## src/rtl/mips_isa_pkg.sv

```systemverilog
// Shared MIPS opcode/funct encodings and the 4-bit mnemonic enumeration used by the
// instruction encoder and the control decoder.
package mips_isa_pkg;

    typedef enum logic [3:0] {
        OpAdd  = 4'd0,
        OpSub  = 4'd1,
        OpAnd  = 4'd2,
        OpOr   = 4'd3,
        OpSlt  = 4'd4,
        OpLw   = 4'd5,
        OpSw   = 4'd6,
        OpBeq  = 4'd7,
        OpAddi = 4'd8,
        OpJ    = 4'd9
    } mnemonic_t;

    localparam logic [5:0] OPC_RTYPE = 6'b000000;
    localparam logic [5:0] OPC_LW    = 6'b100011;
    localparam logic [5:0] OPC_SW    = 6'b101011;
    localparam logic [5:0] OPC_BEQ   = 6'b000100;
    localparam logic [5:0] OPC_ADDI  = 6'b001000;
    localparam logic [5:0] OPC_J     = 6'b000010;

    localparam logic [5:0] FUNCT_ADD = 6'b100000;
    localparam logic [5:0] FUNCT_SUB = 6'b100010;
    localparam logic [5:0] FUNCT_AND = 6'b100100;
    localparam logic [5:0] FUNCT_OR  = 6'b100101;
    localparam logic [5:0] FUNCT_SLT = 6'b101010;

endpackage

```

## src/rtl/instr_field_pack.sv

```systemverilog
// Combinational packer: mnemonic plus register/immediate/target fields to a 32-bit MIPS word,
// with a flag that is low for unsupported mnemonics.
module instr_field_pack
    import mips_isa_pkg::*;
(
    input  logic [3:0]  op,
    input  logic [4:0]  rs,
    input  logic [4:0]  rt,
    input  logic [4:0]  rd,
    input  logic [15:0] imm,
    input  logic [25:0] target,
    output logic [31:0] word,
    output logic        supported
);

    always_comb begin
        word      = 32'h0;
        supported = 1'b1;
        case (op)
            OpAdd:   word = {OPC_RTYPE, rs, rt, rd, 5'b0, FUNCT_ADD};
            OpSub:   word = {OPC_RTYPE, rs, rt, rd, 5'b0, FUNCT_SUB};
            OpAnd:   word = {OPC_RTYPE, rs, rt, rd, 5'b0, FUNCT_AND};
            OpOr:    word = {OPC_RTYPE, rs, rt, rd, 5'b0, FUNCT_OR};
            OpSlt:   word = {OPC_RTYPE, rs, rt, rd, 5'b0, FUNCT_SLT};
            OpLw:    word = {OPC_LW, rs, rt, imm};
            OpSw:    word = {OPC_SW, rs, rt, imm};
            OpBeq:   word = {OPC_BEQ, rs, rt, imm};
            OpAddi:  word = {OPC_ADDI, rs, rt, imm};
            OpJ:     word = {OPC_J, target};
            default: supported = 1'b0;
        endcase
    end

endmodule

```

## src/rtl/instr_encoder.sv

```systemverilog
// Instruction encoder / program loader: packs one descriptor per handshake and writes it to
// sequential instruction-memory words. Define INSTR_ENC_CHECKSUM_EN for the running XOR checksum.
module instr_encoder
    import mips_isa_pkg::*;
#(
    parameter int unsigned ADDR_W    = 6,
    parameter int unsigned BASE_ADDR = 0
) (
    input  logic              clk,
    input  logic              reset,
    input  logic              clear,
    input  logic              in_valid,
    output logic              in_ready,
    input  logic [3:0]        op,
    input  logic [4:0]        rs,
    input  logic [4:0]        rt,
    input  logic [4:0]        rd,
    input  logic [15:0]       imm,
    input  logic [25:0]       target,
    output logic              imem_we,
    output logic [ADDR_W-1:0] imem_addr,
    output logic [31:0]       imem_wdata,
    output logic [ADDR_W:0]   count,
    output logic              full,
    output logic              err,
    output logic [31:0]       checksum
);

    localparam int unsigned       DEPTH     = 1 << ADDR_W;
    localparam logic [ADDR_W:0]   COUNT_MAX = (ADDR_W + 1)'(DEPTH);
    localparam logic [ADDR_W-1:0] BASE      = ADDR_W'(BASE_ADDR);

    typedef enum logic [1:0] {StIdle, StWrite, StFull} enc_state_t;

    enc_state_t        state_q, state_d;
    logic [ADDR_W-1:0] addr_q, addr_d;
    logic [ADDR_W:0]   count_q, count_d;
    logic [31:0]       wdata_q, wdata_d;
    logic              err_q, err_d;
    logic              we;
    logic [31:0]       packed_word;
    logic              supported;

    instr_field_pack u_pack (
        .op        (op),
        .rs        (rs),
        .rt        (rt),
        .rd        (rd),
        .imm       (imm),
        .target    (target),
        .word      (packed_word),
        .supported (supported)
    );

    always_comb begin
        state_d = state_q;
        addr_d  = addr_q;
        count_d = count_q;
        wdata_d = wdata_q;
        err_d   = err_q;
        we      = 1'b0;
        unique case (state_q)
            StIdle: begin
                if (in_valid) begin
                    if (supported) begin
                        wdata_d = packed_word;
                        state_d = StWrite;
                    end else begin
                        err_d = 1'b1;
                    end
                end
            end
            StWrite: begin
                we      = 1'b1;
                addr_d  = addr_q + 1'b1;
                count_d = count_q + 1'b1;
                state_d = (count_d == COUNT_MAX) ? StFull : StIdle;
            end
            StFull: ;
            default: state_d = StIdle;
        endcase
        // Restart wins over any handshake or pending write this cycle.
        if (clear) begin
            state_d = StIdle;
            addr_d  = BASE;
            count_d = '0;
            wdata_d = 32'h0;
            err_d   = 1'b0;
            we      = 1'b0;
        end
    end

    always_ff @(posedge clk) begin
        if (reset) begin
            state_q <= StIdle;
            addr_q  <= BASE;
            count_q <= '0;
            wdata_q <= 32'h0;
            err_q   <= 1'b0;
        end else begin
            state_q <= state_d;
            addr_q  <= addr_d;
            count_q <= count_d;
            wdata_q <= wdata_d;
            err_q   <= err_d;
        end
    end

`ifdef INSTR_ENC_CHECKSUM_EN
    logic [31:0] chk_q, chk_d;

    always_comb begin
        chk_d = chk_q;
        if (clear) begin
            chk_d = 32'h0;
        end else if (we) begin
            chk_d = chk_q ^ wdata_q;
        end
    end

    always_ff @(posedge clk) begin
        if (reset) begin
            chk_q <= 32'h0;
        end else begin
            chk_q <= chk_d;
        end
    end

    assign checksum = chk_q;
`else
    assign checksum = 32'h0;
`endif

    assign in_ready   = (state_q == StIdle);
    assign imem_we    = we & ~reset;
    assign imem_addr  = addr_q;
    assign imem_wdata = wdata_q;
    assign count      = count_q;
    assign full       = (state_q == StFull);
    assign err        = err_q;

endmodule
```

## config.mk

```make
export PLATFORM = sky130hd
export DESIGN_NAME = instr_encoder
export DESIGN_NICKNAME = d
export VERILOG_FILES = /design/src/rtl/mips_isa_pkg.sv /design/src/rtl/instr_field_pack.sv /design/src/rtl/instr_encoder.sv
export SDC_FILE = /design/constraint.sdc
export NUM_CORES = 1
export LEC_CHECK = 0
export ABC_AREA = 1
export CAP_MARGIN = 20
export CORE_MARGIN = 2
export CORE_UTILIZATION = 23
export DETAILED_ROUTE_END_ITERATION = 7
export GPL_ROUTABILITY_DRIVEN = 0
export PLACE_DENSITY_LB_ADDON = 0.25
export SYNTH_ARGS = -nofsm -noshare
export SYNTH_HDL_FRONTEND = slang
export SYNTH_HIERARCHICAL = 1
export SYNTH_SLANG_ARGS = --single-unit
```

## constraint.sdc

```tcl
create_clock -name clk -period 1.3 [get_ports clk]
set_input_delay 0.195 -clock clk [delete_from_list [all_inputs] [get_ports clk]]
set_output_delay 0.195 -clock clk [all_outputs]
set_load 0.01 [all_outputs]
```

==> impl_results.md, run 1 <==
* Router iterations before antenna repair at 4
* Design Area, Final at 4830 um^2
* Top post-synthesis cells by area: dfxtp_1 34%, nand2_1 13%, nor2_1 12%
* Inst Count DP at 680
* Vias at 2959
* Final period util at 0.976
* DRT Wirelength at 9.35 mm
* Vias in the first global route at 2668
* Worst Path Arrival at 1.45 ns
* First-pass GRT wire length at 13.4 mm
* Share of layout cells above drive strength 1 at 0.265
* Drt via density at 4.20
* Clock transition at path regs at 0.07 ns
* Root Buffer: clkbuf_16
* Fin cells at 705
* Cts hold-fix bufs at 0
* Die height at 114 um
* Antenna diode count at 0
* Dpl cell area at 4130 um^2
* Final Hold Fails at 0
* Crit path kind: flop to flop
* Grt ovf at 0
* Mapped Area at 2800 um^2
* Synth top area share at 0.344
* Final Skew at 0.00869 ns
* Worst skew pair latency at 0.29 ns
* Die ar. at 13100 um^2
* Post-synth top area cell: dfxtp_1
* Die X at 114 um
* Core area at 12000 um^2
* Crit path launch type: flop
* Initial antenna violation count at 0
* Final HPWL from detailed placement at 6.27 mm
* # port buffers at 113
* Pwr dens at 840 nW/um^2
* Routed Antenna Nets at 0
* Critical Path Fanout Max at 7
* Post-layout min period at 1.27 ns
* Peak VDD IR at 0.416 mV
* 1st-iter DRT viols at 130
* Max Fclk at 788 MHz
* I/O pin cnt at 146
* Wire per inst at 13.3 um
* Largest net degree at the start of global routing at 41
* FF+latch count, synth at 48
* Max clock buf depth at 2
* Top FF cell, synth: dfxtp_1
* Syn Area/Cell at 6.83 um^2
* Final nets at 625
* Max Cap Viol at 0
* Post-synth EDFFs at 0
* Synth async-reset ratio at 0
* RSZ-0062 raised after global routing: true
* Max-slew violations at 0
* Synth Instances at 409
* Gr usage total at 0.133
* H-tree depth at 2
* Status: completed
* Synth cell types at 36
* Syn-to-layout area delta at 72.7%
* Sink Count at 48
* Hold Path Class: input pin to flop
* TritonCTS clock tree: done
* Pleak at 0.00228 uW
* Ys Warns at 6
* Initial Util at 0.234
* Seq/Total Area, Yosys at 0.344
* Number of CTS-inserted buffers at 5
* # setup viols final at 0
* # DRC at 0
* CP endpoint kind: flop
* Critical Path RT at 1.49 ns
* Num rows at 40
* WHS at 0.351 ns
-- per-stage QoR --
| stage | util | setup TNS, ns | worst slack, ns | total power [uW] |
|---|---|---|---|---|
| floorplan | - | 0 | 0.0156 | 2000 |
| global placement | 0.345 | -14.82 | -0.451 | 2350 |
| detailed placement | 0.345 | -15.65 | -0.457 | 2360 |
| CTS | 0.374 | 0 | 0.00243 | 3970 |
| global route | 0.403 | -0.423 | -0.0334 | 4260 |
| finish | 0.403 | 0 | 0.0309 | 4050 |
-- cell usage after synthesis, types with 3 or more instances --
cell and n:
inv_1 21, buf_6 7, nand2_1 94, ha_1 3, inv_2 6, nor2_1 87
a21oi_1 8, o21ai_0 39, nand3_2 4, nand2_2 7, nor2_4 3, nor2_2 3
buf_4 34, clkbuf_1 4, dfxtp_1 48, nand3_1 18
-- timing repair --
item,CTS,global route
gates resized for setup,91,101
pin swaps,6,8
setup endpoints to repair,83,39
gates cloned,5,3
buffers inserted,4,5
hold endpoints to repair,0,0
-- final timing paths --
| path | end | startpoint | depth (start not counted) | slack (ns) |
|---|---|---|---|---|
| worst max-delay path | imem_wdata[5]$_SDFFE_PP0P_ | state_q[0]$_SDFFE_PP0P_ | 8 | 0.03 |
| worst min-delay path | err$_SDFFE_PP0P_ | op[1] | 5 | 0.35 |
| worst max register to register | imem_wdata[5]$_SDFFE_PP0P_ | state_q[0]$_SDFFE_PP0P_ | 8 | 0.03 |
| worst min register to register | imem_wdata[20]$_SDFFE_PP0P_ | imem_wdata[20]$_SDFFE_PP0P_ | 2 | 0.48 |
-- placed cells by master, fill, tap and decap left out, types with 2 or more instances in the layout --
master            n
nand2_1          93
clkdlybuf4s50_1  60
nor2_1           54
dlygate4sd2_1    48
dfxtp_1          41
conb_1           33
buf_4            24
nor2_2           21
inv_1            20
nor2_4           18
nand3_1          17
o21ai_1          16
o21ai_2          14
o21ai_0          10
a21oi_1           8
clkbuf_16         8
nand2_2           7
buf_12            7
inv_2             6
dfxtp_2           6
buf_6             6
nand3_2           5
buf_16            5
buf_2             3
nor4_1            2
ha_1              2
clkbuf_2          2
buf_8             2
nand2_4           2
-- final cells by class --
cell class	instances	area (um^2)
Clock buffer	6	139
Clock inverter	2	38.8
Fill cell	1237	7140
Inverter	28	131
Multi-Input combinational cell	314	1680
Sequential cell	48	972
Tap cell	147	184
Timing Repair Buffer	160	1680
-- worst max-delay path, stage by stage (launching register included) --
cell	delay [ns]
dfxtp_2	0.34
buf_6	0.11
nor2_4	0.03
buf_6	0.12
nand2_8	0.13
clkinv_8	0.11
clkbuf_16	0.18
nor2_1	0.08
nor2_1	0.05
-- cells by family (layout without fill, tap and decap cells) --
kind of cell	Yosys count	in the layout	synth area share
adder cells (fa/ha/maj)	3	3	0.0134
buffers and inverters	78	196	0.185
other	2	33	0.00269
AND/OR/NAND/NOR	226	226	0.358
AO/OA/AOI/OAI	51	51	0.0945
flip-flops	48	48	0.344
XOR/XNOR	1	1	0.00313
-- report_power, final --
| group | switching [uW] | total (uW) | internal [uW] | leakage, uW |
|---|---|---|---|---|
| registers | 37.0 | 1550 | 1510 | 0.000393 |
| logic | 460 | 971 | 511 | 0.00180 |
| clock network | 565 | 1530 | 964 | 0.0000871 |
| total | 1060 | 4050 | 2990 | 0.00228 |
-- sequential cells by signal, summed over array words and instances (netlist names) --
name and count:
imem_wdata 32, count 7, state_q 2, err 1, imem_addr 6
-- metal layers --
metal | vias to the layer above | GRT usage | wire, um
met5 | - | 0 | 0
met4 | 0 | 0.0301 | 37
met3 | 2 | 0.0392 | 689
met2 | 97 | 0.241 | 4660
met1 | 1348 | 0.153 | 3970
li1 | 1512 | - | -
Power figures use the tool's default switching activity.
==> run 2: changes to the inputs <==
ABC_CLOCK_PERIOD_IN_PS = 1300   (was unset)
==> results of run 2 <==
Same layout as run 1: the final DEF is identical, and so are final timing and power.
==> run 3: changes to the inputs <==
ABC_CLOCK_PERIOD_IN_PS = 1050   (was 1300)
clock period = 1.05 ns   (was 1.3 ns; I/O delays follow)
==> run 3 against run 2 <==
Net effect: the flow now finishes with violations (negative setup slack); die area unchanged; first-iteration DRC count increased by 1.5%; worst setup slack got worse by 0.28 ns; critical endpoint is now imem_wdata[8]$_SDFFE_PP0P_; via count is 0.57% higher; global-route usage is 0.62 points higher; sequential power grew 23%; sequential cell count unchanged; largest cell class unchanged; register-to-register slack worse by 0.28 ns.
==> impl_results.md, run 3 (same netlist as run 1, synthesis figures left out) <==
* Antenna diode count at 0 (unchanged)
* Pleak at 0.00218 uW (-4.2%)
* Max reg flops at 32 (unchanged)
* Violated checks: negative setup slack
* Largest net degree at the start of global routing at 41 (unchanged)
* I/O pin cnt at 146 (unchanged)
* Drt via density at 4.17 (-0.69%)
* Reg2reg start: state_q[0]$_SDFFE_PP0P_
* Final nets at 634 (+1.4%)
* Util after Layout at 0.401 (-0.00293)
* R2R Setup Slk at -0.25 ns (-0.28 ns)
* Final Skew at 0.00381 ns (-0.00488 ns)
* DRT Wirelength at 9.27 mm (-0.83%)
* Clock transition at path regs at 0.07 ns (about the same)
* Vias at 2976 (+0.57%)
* Number of CTS-inserted buffers at 5 (unchanged)
* Status: complete, but fails checks
* Max Cap Viol at 0 (unchanged)
* Max-slew violations at 0 (unchanged)
* # port buffers at 113 (unchanged)
* Num rows at 40 (unchanged)
* Worst r2r path cells at 9 (+1)
* Syn-to-layout area delta at 71.4%
* Share of layout cells above drive strength 1 at 0.358 (+0.0928)
* Post-layout min period at 1.30 ns (+0.0350 ns)
* Max clock buf depth at 2 (unchanged)
* # DRC at 0 (unchanged)
* Critical Path RT at 1.27 ns (-0.22 ns)
* Final period util at 1.24 (+0.266)
* H-tree depth at 2 (unchanged)
* Worst Setup EP: imem_wdata[8]$_SDFFE_PP0P_
* RSZ-0062 raised after global routing: true
* Cts hold-fix bufs at 0 (unchanged)
* TritonCTS clock tree: done
* # setup viols final at 45 (+45)
* 1st-iter DRT viols at 132 (+1.5%)
* Final HPWL from detailed placement at 6.41 mm (+2.1%)
* Fin cells at 714 (+1.3%)
* Peak VDD IR at 0.703 mV (+69%)
* Hold Path Class: input pin to flop
* CP endpoint kind: flop
* Grt ovf at 0 (unchanged)
* Inst Count DP at 688 (+1.2%)
* Commonest cells after routing, fill and taps aside: 91 x nand2_1, 68 x nor2_1, 59 x clkdlybuf4s50_1
* Wire per inst at 13.0 um (-2.1%)
* Pre-CTS WS at -0.793 ns (-0.337 ns)
* Critical Path Fanout Max at 5 (-2)
* Initial Util at 0.234 (unchanged)
* Setup ws final at -0.254 ns (-0.285 ns)
* Setup tns final at -7.93 ns (-7.93 ns)
* Root Buffer: clkbuf_16
* Worst skew pair latency at 0.29 ns (about the same)
* Worst Path Arrival at 1.52 ns (+0.07 ns)
* Worst R2R End: imem_wdata[8]$_SDFFE_PP0P_
* Initial antenna violation count at 0 (unchanged)
* First-pass GRT wire length at 14.2 mm (+6.3%)
* Die X at 114 um (unchanged)
* Die height at 114 um (unchanged)
* Routed Antenna Nets at 0 (unchanged)
* Crit path kind: flop to flop
* Pwr dens at 985 nW/um^2 (+17%)
* Max Fclk at 767 MHz (-2.7%)
* Sink Count at 48 (unchanged)
* Crit path from: state_q[0]$_SDFFE_PP0P_
* Crit path launch type: flop
* Final Hold Fails at 0 (unchanged)
* Gr usage total at 0.139 (+0.00615)
* Core area at 12000 um^2 (unchanged)
* Router iterations before antenna repair at 5 (+1)
* Vias in the first global route at 2929 (+9.8%)
* Die ar. at 13100 um^2 (unchanged)
* Most common cell after layout, fill and taps aside: nand2_1
-- run 3: changes by cell type in the layout (fill, tap and decap cells not counted), moves of 7 or more --
cell,delta
buf_6,+8
dlygate4sd2_1,-46
clkdlybuf4s15_2,+10
nor2_4,-10
clkbuf_2,+19
nor2_1,+14
buf_2,+11
dfxtp_1,-9
o21ai_0,-7
o21ai_1,+7
-- run 3: worst min path at each step --
stage / start / to / slack, ns / cells past startpoint
2_1_floorplan: in_valid / err$_SDFFE_PP0P_ / 0.39 / 4
3_3_place_gp: err$_SDFFE_PP0P_ / err$_SDFFE_PP0P_ / 0.46 / 2
3_5_place_dp: err$_SDFFE_PP0P_ / err$_SDFFE_PP0P_ / 0.48 / 2
4_1_cts: op[2] / err$_SDFFE_PP0P_ / 0.39 / 5
5_1_grt: op[3] / imem_wdata[28]$_SDFFE_PP0P_ / 0.37 / 4
6_report: op[3] / imem_wdata[28]$_SDFFE_PP0P_ / 0.34 / 4
-- run 3: report_power, final --
part,switching [uW],internal (uW),total [uW]
combinational,544,608,1150
clock,713,951,1660
sequential,39.1,1870,1900
total,1300,3420,4720
-- run 3: cell type report --
type,count,area (um^2)
clock buffers,7,143
fillers,1247,7170
repair buffers,169,1660
flip-flops and latches,48,996
multi-input cells,314,1670
well taps,147,184
inverters,28,126
clock inverters,1,7.51
-- run 3: per-stage QoR --
step | hold WS, ns | cell area, um^2 | power, uW
CTS | 0.388 | 4750 | 4790
finish | 0.343 | 4790 | 4720
floorplan | 0.389 | 2950 | 2480
global placement | 0.464 | 4220 | 2920
detailed placement | 0.475 | 4220 | 2920
global route | 0.371 | 4790 | 4990
-- run 3: repair_timing --
item	CTS	global route
resized for setup	220	74
buffers inserted	10	3
pin swaps	11	26
gates cloned	4	2
endpoints found under the setup margin	95	84
-- run 3: worst max-delay path, stage by stage (launching register included) --
cell,delay (ns)
dfxtp_2,0.34
buf_6,0.12
nor2_4,0.11
buf_6,0.12
nand2_8,0.08
inv_8,0.09
buf_12,0.11
buf_12,0.11
nor2_1,0.04
nor2_1,0.11
-- run 3: metal layers --
layer	up-vias	global-route usage	share of wire	wire, um
met1	1323	0.171	0.46	4240
met5	-	0	0	0
met4	0	0.0309	0.012	108
li1	1535	-	-	-
met3	9	0.0408	0.069	641
met2	109	0.239	0.46	4280
